`src/rtl/dmem_arbiter.sv`:
```
// Two-master arbiter/sequencer for the shared data-memory port.
// Each granted transfer runs IDLE -> ACCESS -> RESP and returns registered rdata/err with a one-cycle ack.
module dmem_arbiter #(
    parameter bit FIXED_PRIO = 1'b0,
    parameter int ERRCNT_W   = 8
) (
    input  logic                clk,
    input  logic                reset_n,
    input  logic                m0_req,
    input  logic                m0_wr,
    input  logic [31:0]         m0_addr,
    input  logic [31:0]         m0_wdata,
    output logic                m0_ack,
    output logic [31:0]         m0_rdata,
    output logic                m0_err,
    input  logic                m1_req,
    input  logic                m1_wr,
    input  logic [31:0]         m1_addr,
    input  logic [31:0]         m1_wdata,
    output logic                m1_ack,
    output logic [31:0]         m1_rdata,
    output logic                m1_err,
    output logic                mem_rd,
    output logic                mem_wr,
    output logic [31:0]         mem_addr,
    output logic [31:0]         mem_wdata,
    input  logic [31:0]         mem_rdata,
    input  logic                mem_acc,
    output logic                busy,
    output logic                gnt_id,
    output logic [ERRCNT_W-1:0] err_cnt
);

    typedef enum logic [1:0] {IDLE, ACCESS, RESP} state_t;

    state_t              state_q, state_d;
    logic                last_gnt_q, last_gnt_d;
    logic                gnt_id_q, gnt_id_d;
    logic                wr_q, wr_d;
    logic [31:0]         addr_q, addr_d;
    logic [31:0]         wdata_q, wdata_d;
    logic                mem_rd_q, mem_rd_d;
    logic                mem_wr_q, mem_wr_d;
    logic [1:0]          ack_q, ack_d;
    logic [1:0][31:0]    rdata_q, rdata_d;
    logic [1:0]          err_q, err_d;
    logic [ERRCNT_W-1:0] err_cnt_q, err_cnt_d;

    logic [1:0] req;
    logic       win;

    assign req = {m1_req, m0_req};

    // On a tie the master that did not win last time goes first, unless M0 has fixed priority.
    always_comb begin
        win = m1_req;
        if (req == 2'b11)
            win = FIXED_PRIO ? 1'b0 : ~last_gnt_q;
    end

    always_comb begin
        state_d    = state_q;
        last_gnt_d = last_gnt_q;
        gnt_id_d   = gnt_id_q;
        wr_d       = wr_q;
        addr_d     = addr_q;
        wdata_d    = wdata_q;
        mem_rd_d   = 1'b0;
        mem_wr_d   = 1'b0;
        ack_d      = 2'b00;
        rdata_d    = rdata_q;
        err_d      = err_q;
        err_cnt_d  = err_cnt_q;
        case (state_q)
            IDLE: begin
                if (|req) begin
                    state_d    = ACCESS;
                    gnt_id_d   = win;
                    last_gnt_d = win;
                    wr_d       = win ? m1_wr : m0_wr;
                    addr_d     = win ? m1_addr : m0_addr;
                    wdata_d    = win ? m1_wdata : m0_wdata;
                    mem_rd_d   = ~wr_d;
                    mem_wr_d   = wr_d;
                end
            end
            ACCESS: begin
                state_d = RESP;
                if (!wr_q)
                    rdata_d[gnt_id_q] = mem_rdata;
                err_d[gnt_id_q] = ~mem_acc;
                ack_d[gnt_id_q] = 1'b1;
            end
            RESP: begin
                state_d = IDLE;
                if (err_q[gnt_id_q] && !(&err_cnt_q))
                    err_cnt_d = err_cnt_q + ERRCNT_W'(1);
            end
            default: state_d = IDLE;
        endcase
    end

    // Async reset clears the write strobe immediately so an in-flight write never commits.
    always_ff @(posedge clk or negedge reset_n) begin
        if (!reset_n) begin
            state_q    <= IDLE;
            last_gnt_q <= 1'b1;
            gnt_id_q   <= 1'b0;
            wr_q       <= 1'b0;
            addr_q     <= '0;
            wdata_q    <= '0;
            mem_rd_q   <= 1'b0;
            mem_wr_q   <= 1'b0;
            ack_q      <= '0;
            rdata_q    <= '0;
            err_q      <= '0;
            err_cnt_q  <= '0;
        end else begin
            state_q    <= state_d;
            last_gnt_q <= last_gnt_d;
            gnt_id_q   <= gnt_id_d;
            wr_q       <= wr_d;
            addr_q     <= addr_d;
            wdata_q    <= wdata_d;
            mem_rd_q   <= mem_rd_d;
            mem_wr_q   <= mem_wr_d;
            ack_q      <= ack_d;
            rdata_q    <= rdata_d;
            err_q      <= err_d;
            err_cnt_q  <= err_cnt_d;
        end
    end

    assign m0_ack    = ack_q[0];
    assign m1_ack    = ack_q[1];
    assign m0_rdata  = rdata_q[0];
    assign m1_rdata  = rdata_q[1];
    assign m0_err    = err_q[0];
    assign m1_err    = err_q[1];
    assign mem_rd    = mem_rd_q;
    assign mem_wr    = mem_wr_q;
    assign mem_addr  = addr_q;
    assign mem_wdata = wdata_q;
    assign busy      = (state_q != IDLE);
    assign gnt_id    = gnt_id_q;
    assign err_cnt   = err_cnt_q;

endmodule

```
`config.mk`:
```
export PLATFORM = sky130hd
export DESIGN_NAME = dmem_arbiter
export DESIGN_NICKNAME = d
export VERILOG_FILES = /design/src/rtl/dmem_arbiter.sv
export SDC_FILE = /design/constraint.sdc
export NUM_CORES = 1
export LEC_CHECK = 0
export CAP_MARGIN = 20
export CORE_MARGIN = 4
export CORE_UTILIZATION = 40
export DETAILED_ROUTE_END_ITERATION = 7
export PLACE_DENSITY = 0.79
export SYNTH_ARGS = -nofsm -noshare
export SYNTH_HDL_FRONTEND = slang
export SYNTH_SLANG_ARGS = --single-unit
```
`constraint.sdc`:
```
create_clock -name clk -period 2.1 [get_ports clk]
set_clock_uncertainty 0.1 [all_clocks]
set_input_delay 0.21 -clock clk [delete_from_list [all_inputs] [get_ports clk]]
set_output_delay 0.21 -clock clk [all_outputs]
set_load 0.01 [all_outputs]
```
==> out/metrics.csv <==
stage;metric;value;unit
sta;rsz0062_at_grt;false;
clock_tree;post_cts_resized;0;
worst_setup_path;path_delay_family;buffers and inverters;
die;core_area;15100;µm²
finish;fin_nets;958;
finish;multiInputGateArea;2270;µm²
worst_setup_path;buffers_inverters_on_critical_path;1;
clock_tree;clkSlewWorstSetupHoldPaths;0.06;ns
clock_tree;clockBufferDepth;2;
sta;clock.fmax;525;MHz
worst_setup_path;critical_path.max_stage_delay;0.51;ns
clock_tree;clk_latency;0.41;ns
worst_setup_path;cp_cell_sequence;or2_4, clkdlybuf4s50_1;
clock_tree;tritoncts_num_sinks;147;
finish;share_of_post_route_cells_with_drive_strength_above_1;6.85;%
pwr;design_power_total;14.4;mW
place;placed_cells;958;
route;drc_errors;0;
finish;layout.cells.most_common;sky130_fd_sc_hd__clkdlybuf4s50_1;
yosys;ys_types;31;
pwr;power-per-cell-area;1430;nW/µm²
route;routed_wl;17500;µm
die;io_pins;311;
die;placement_rows;45;
sta;setup_viol;0;
pwr;p_switching;4.70;mW
route;drtAntennaViolNets;0;
pwr;leakage_power_summed_over_all_cells;4.25;nW
die;die_width;132;µm
route;drt-met1-wl;6900;µm
pwr;power_switching_share;32.6;%
yosys;top_flip_flop_cell_by_instance_count_after_synthesis;sky130_fd_sc_hd__dfrtp_1;
finish;diodes;0;
pwr;p_clk_share;21.4;%
sta;setup_tns;0;ns
route;drtIter0Drc;160;
grt;global_route_usage_sum;20.2;%
finish;finish.cell_count_without_fillers;991;
route;routedWlPerCell;17.7;µm
clock_tree;tritoncts;yes;
worst_setup_path;worst_ep_required_time;1.79;ns
route;highest_layer;met4;
route;met2RoutedLength;8700;µm
yosys;synthesis.nets;644;
place;place.gp.congestion;0.807;
yosys;post_synthesis_sequential_area_ratio;59.7;%
finish;mostFrequentLayoutCells;sky130_fd_sc_hd__clkdlybuf4s50_1, sky130_fd_sc_hd__dfrtp_1, sky130_fd_sc_hd__nor2_1, sky130_fd_sc_hd__mux2i_1, sky130_fd_sc_hd__mux2_1;
yosys;synth_edf_count;0;
clock_tree;cts_buffers;17;
yosys;syn-cell-area;6160;µm²
die;die_height;132;µm
run;drv.max_cap_violation_count;0;
worst_setup_path;critical_path_peak_fanout;3;
clock_tree;cts_max_level;4;
route;detailroute.via_count;4849;
pwr;share_comb_of_total_power;44.0;%
yosys;mean_post_synth_cell_area;13.0;µm²
run_status;run_status;completed;
worst_setup_path;crit_type;register to output port;
finish;register_area;3680;µm²
grt;grt_antenna_before_repair;0;
sta;max-slew-margin-rel;68.6;%
hold_path;class_of_the_most_critical_hold_timing_path;input pin to async pin;
route;route.detailed.vias_per_inst;4.89;
place;count_of_input_and_output_buffers;310;
sta;fin_hold_ws;0.211;ns
grt;grt_max_degree;63;
yosys;synth.yosys.warnings;0;
grt;globalRouteOverflowTotal;0;
worst_setup_path;timing.critical_path.to_type;output port;
worst_setup_path;master_of_the_slowest_instance_on_the_critical_path;sky130_fd_sc_hd__clkdlybuf4s50_1;
pwr;power.internal;9.71;mW
worst_setup_path;cp.arrival;1.59;ns
finish;area.growth.synth_to_final;63.6;%
clock_tree;ctsRootBufferMaster;sky130_fd_sc_hd__clkbuf_16;
sta;finalMaxSlewViolations;0;
finish;fin_area;10100;µm²
yosys;yosys_register_bits;147;
grt;number_of_global_route_vias_before_repair;5170;
pwr;seqPwrFrac;34.6;%
finish;num-fill-cells;1115;
worst_setup_path;cp-start-kind;register;
sta;report.final.hold_viol_count;0;
pwr;vdd_ir_drop_max;0.672;mV
yosys;synth-async-reset-ratio;100;%
sta;worst_pin_slew;0.470;ns
die;initial_core_util;40.7;%
grt;wire_length_of_the_first_global_routing_pass;27700;µm
place;detailed_place.area;9480;µm²
place;detailedPlacementHpwl;13300;µm
sta;period_needed;1.90;ns
route;detail_route.first_pass.iterations;4;
route;detailed_route_wirelength_on_metal3;1570;µm
sta;final.period_utilization;90.7;%
die;fp.dieArea;17500;µm²
yosys;post_synth_inst_count;476;
## flip-flops by register name, summed over array words and instances (netlist names), 2 cells and up
name       count
ack_q          2
err_cnt        8
err_q          2
m0_rdata      32
m1_rdata      32
mem_addr      32
mem_wdata     32
state_q        2
## per-layer routing
layer / up-vias / global-route usage [%]
met5: - / 0
met4: 0 / 6.83
met3: 30 / 7.98
met2: 222 / 34.3
met1: 2322 / 23.3
li1: 2275 / -
## worst paths after layout
check	start	end	slack (ns)	depth (start not counted)
worst min register to register	m0_rdata[5]	m0_rdata[5]	0.38	1
worst min-delay path	reset_n	m1_rdata[1]	0.21	2
min in group clk	mem_acc	err_q[0]	0.28	2
worst max-delay path	state_q[1]	busy	0.20	2
worst max register to register	err_cnt[0]	err_cnt[1]	0.30	5
max in group asynchronous	reset_n	last_gnt_q	1.03	3
## synth_stat cells, types with 2 or more instances
| cell type | count | area (µm²) |
|---|---|---|
| sky130_fd_sc_hd__a21oi_1 | 64 | 320 |
| sky130_fd_sc_hd__nor2_4 | 3 | 33.8 |
| sky130_fd_sc_hd__and2_1 | 2 | 12.5 |
| sky130_fd_sc_hd__xnor2_1 | 7 | 61.3 |
| sky130_fd_sc_hd__mux2i_1 | 66 | 661 |
| sky130_fd_sc_hd__nand2_1 | 4 | 15.0 |
| sky130_fd_sc_hd__nor2_1 | 67 | 251 |
| sky130_fd_sc_hd__nand4_1 | 3 | 18.8 |
| sky130_fd_sc_hd__nand2_2 | 2 | 12.5 |
| sky130_fd_sc_hd__dfrtp_1 | 146 | 3650 |
| sky130_fd_sc_hd__o21ai_0 | 2 | 10.0 |
| sky130_fd_sc_hd__inv_1 | 2 | 7.51 |
| sky130_fd_sc_hd__mux2_1 | 65 | 732 |
| sky130_fd_sc_hd__and4_1 | 3 | 26.3 |
| sky130_fd_sc_hd__buf_4 | 4 | 30.0 |
| sky130_fd_sc_hd__mux2_2 | 2 | 22.5 |
| sky130_fd_sc_hd__buf_6 | 11 | 124 |
| sky130_fd_sc_hd__buf_2 | 10 | 50.1 |
## through the flow
stage               setup slack (ns)  utilization [%]
floorplan                      0.394                -
global placement               0.172             62.6
detailed placement             0.115             62.6
CTS                            0.150             66.6
global route                   0.137             66.6
finish                         0.196             66.6
## kinds of logic (layout without fill, tap and decap cells)
| family | count (synthesis) | in the layout | share of synthesized area, % |
|---|---|---|---|
| fa+ha+maj | 1 | 1 | 0.203 |
| buf+inv | 29 | 356 | 3.55 |
| flops | 147 | 147 | 59.7 |
| xor+xnor | 7 | 7 | 0.995 |
| simple gates | 91 | 91 | 6.80 |
| compound gates | 68 | 68 | 5.80 |
| mux | 133 | 133 | 23.0 |
## power by group through the flow
| stage | clock network, mW | logic [mW] | registers, mW |
|---|---|---|---|
| floorplan | 0 | 2.12 | 5.56 |
| global placement | 0 | 6.24 | 4.95 |
| detailed placement | 0 | 6.39 | 5.04 |
| CTS | 3.16 | 6.43 | 5.00 |
| global route | 3.27 | 6.79 | 5.16 |
| finish | 3.09 | 6.34 | 4.99 |
## worst register-to-register path, stage by stage, from the launching register on
cell and delay, ns:
sky130_fd_sc_hd__dfrtp_1 0.42, sky130_fd_sc_hd__ha_1 0.23, sky130_fd_sc_hd__and4_1 0.21, sky130_fd_sc_hd__a21oi_2 0.29
sky130_fd_sc_hd__nand2_2 0.11, sky130_fd_sc_hd__mux2_1 0.33
## cell type report
class	instances	area share (%)
Timing Repair Buffer	322	32.7
Multi-Input combinational cell	300	22.5
Clock buffer	20	4.43
Inverter	2	0.0744
Clock inverter	12	1.53
Sequential cell	147	36.5
Tap cell	188	2.33
## timing repair
| item | CTS | global route |
|---|---|---|
| endpoints found under the hold margin | 45 | 0 |
| buffers inserted | 0 | 0 |
| hold buffers | 1 | 0 |
| endpoints found under the setup margin | 0 | 0 |
No activity file was read; power rests on OpenSTA's default activity.
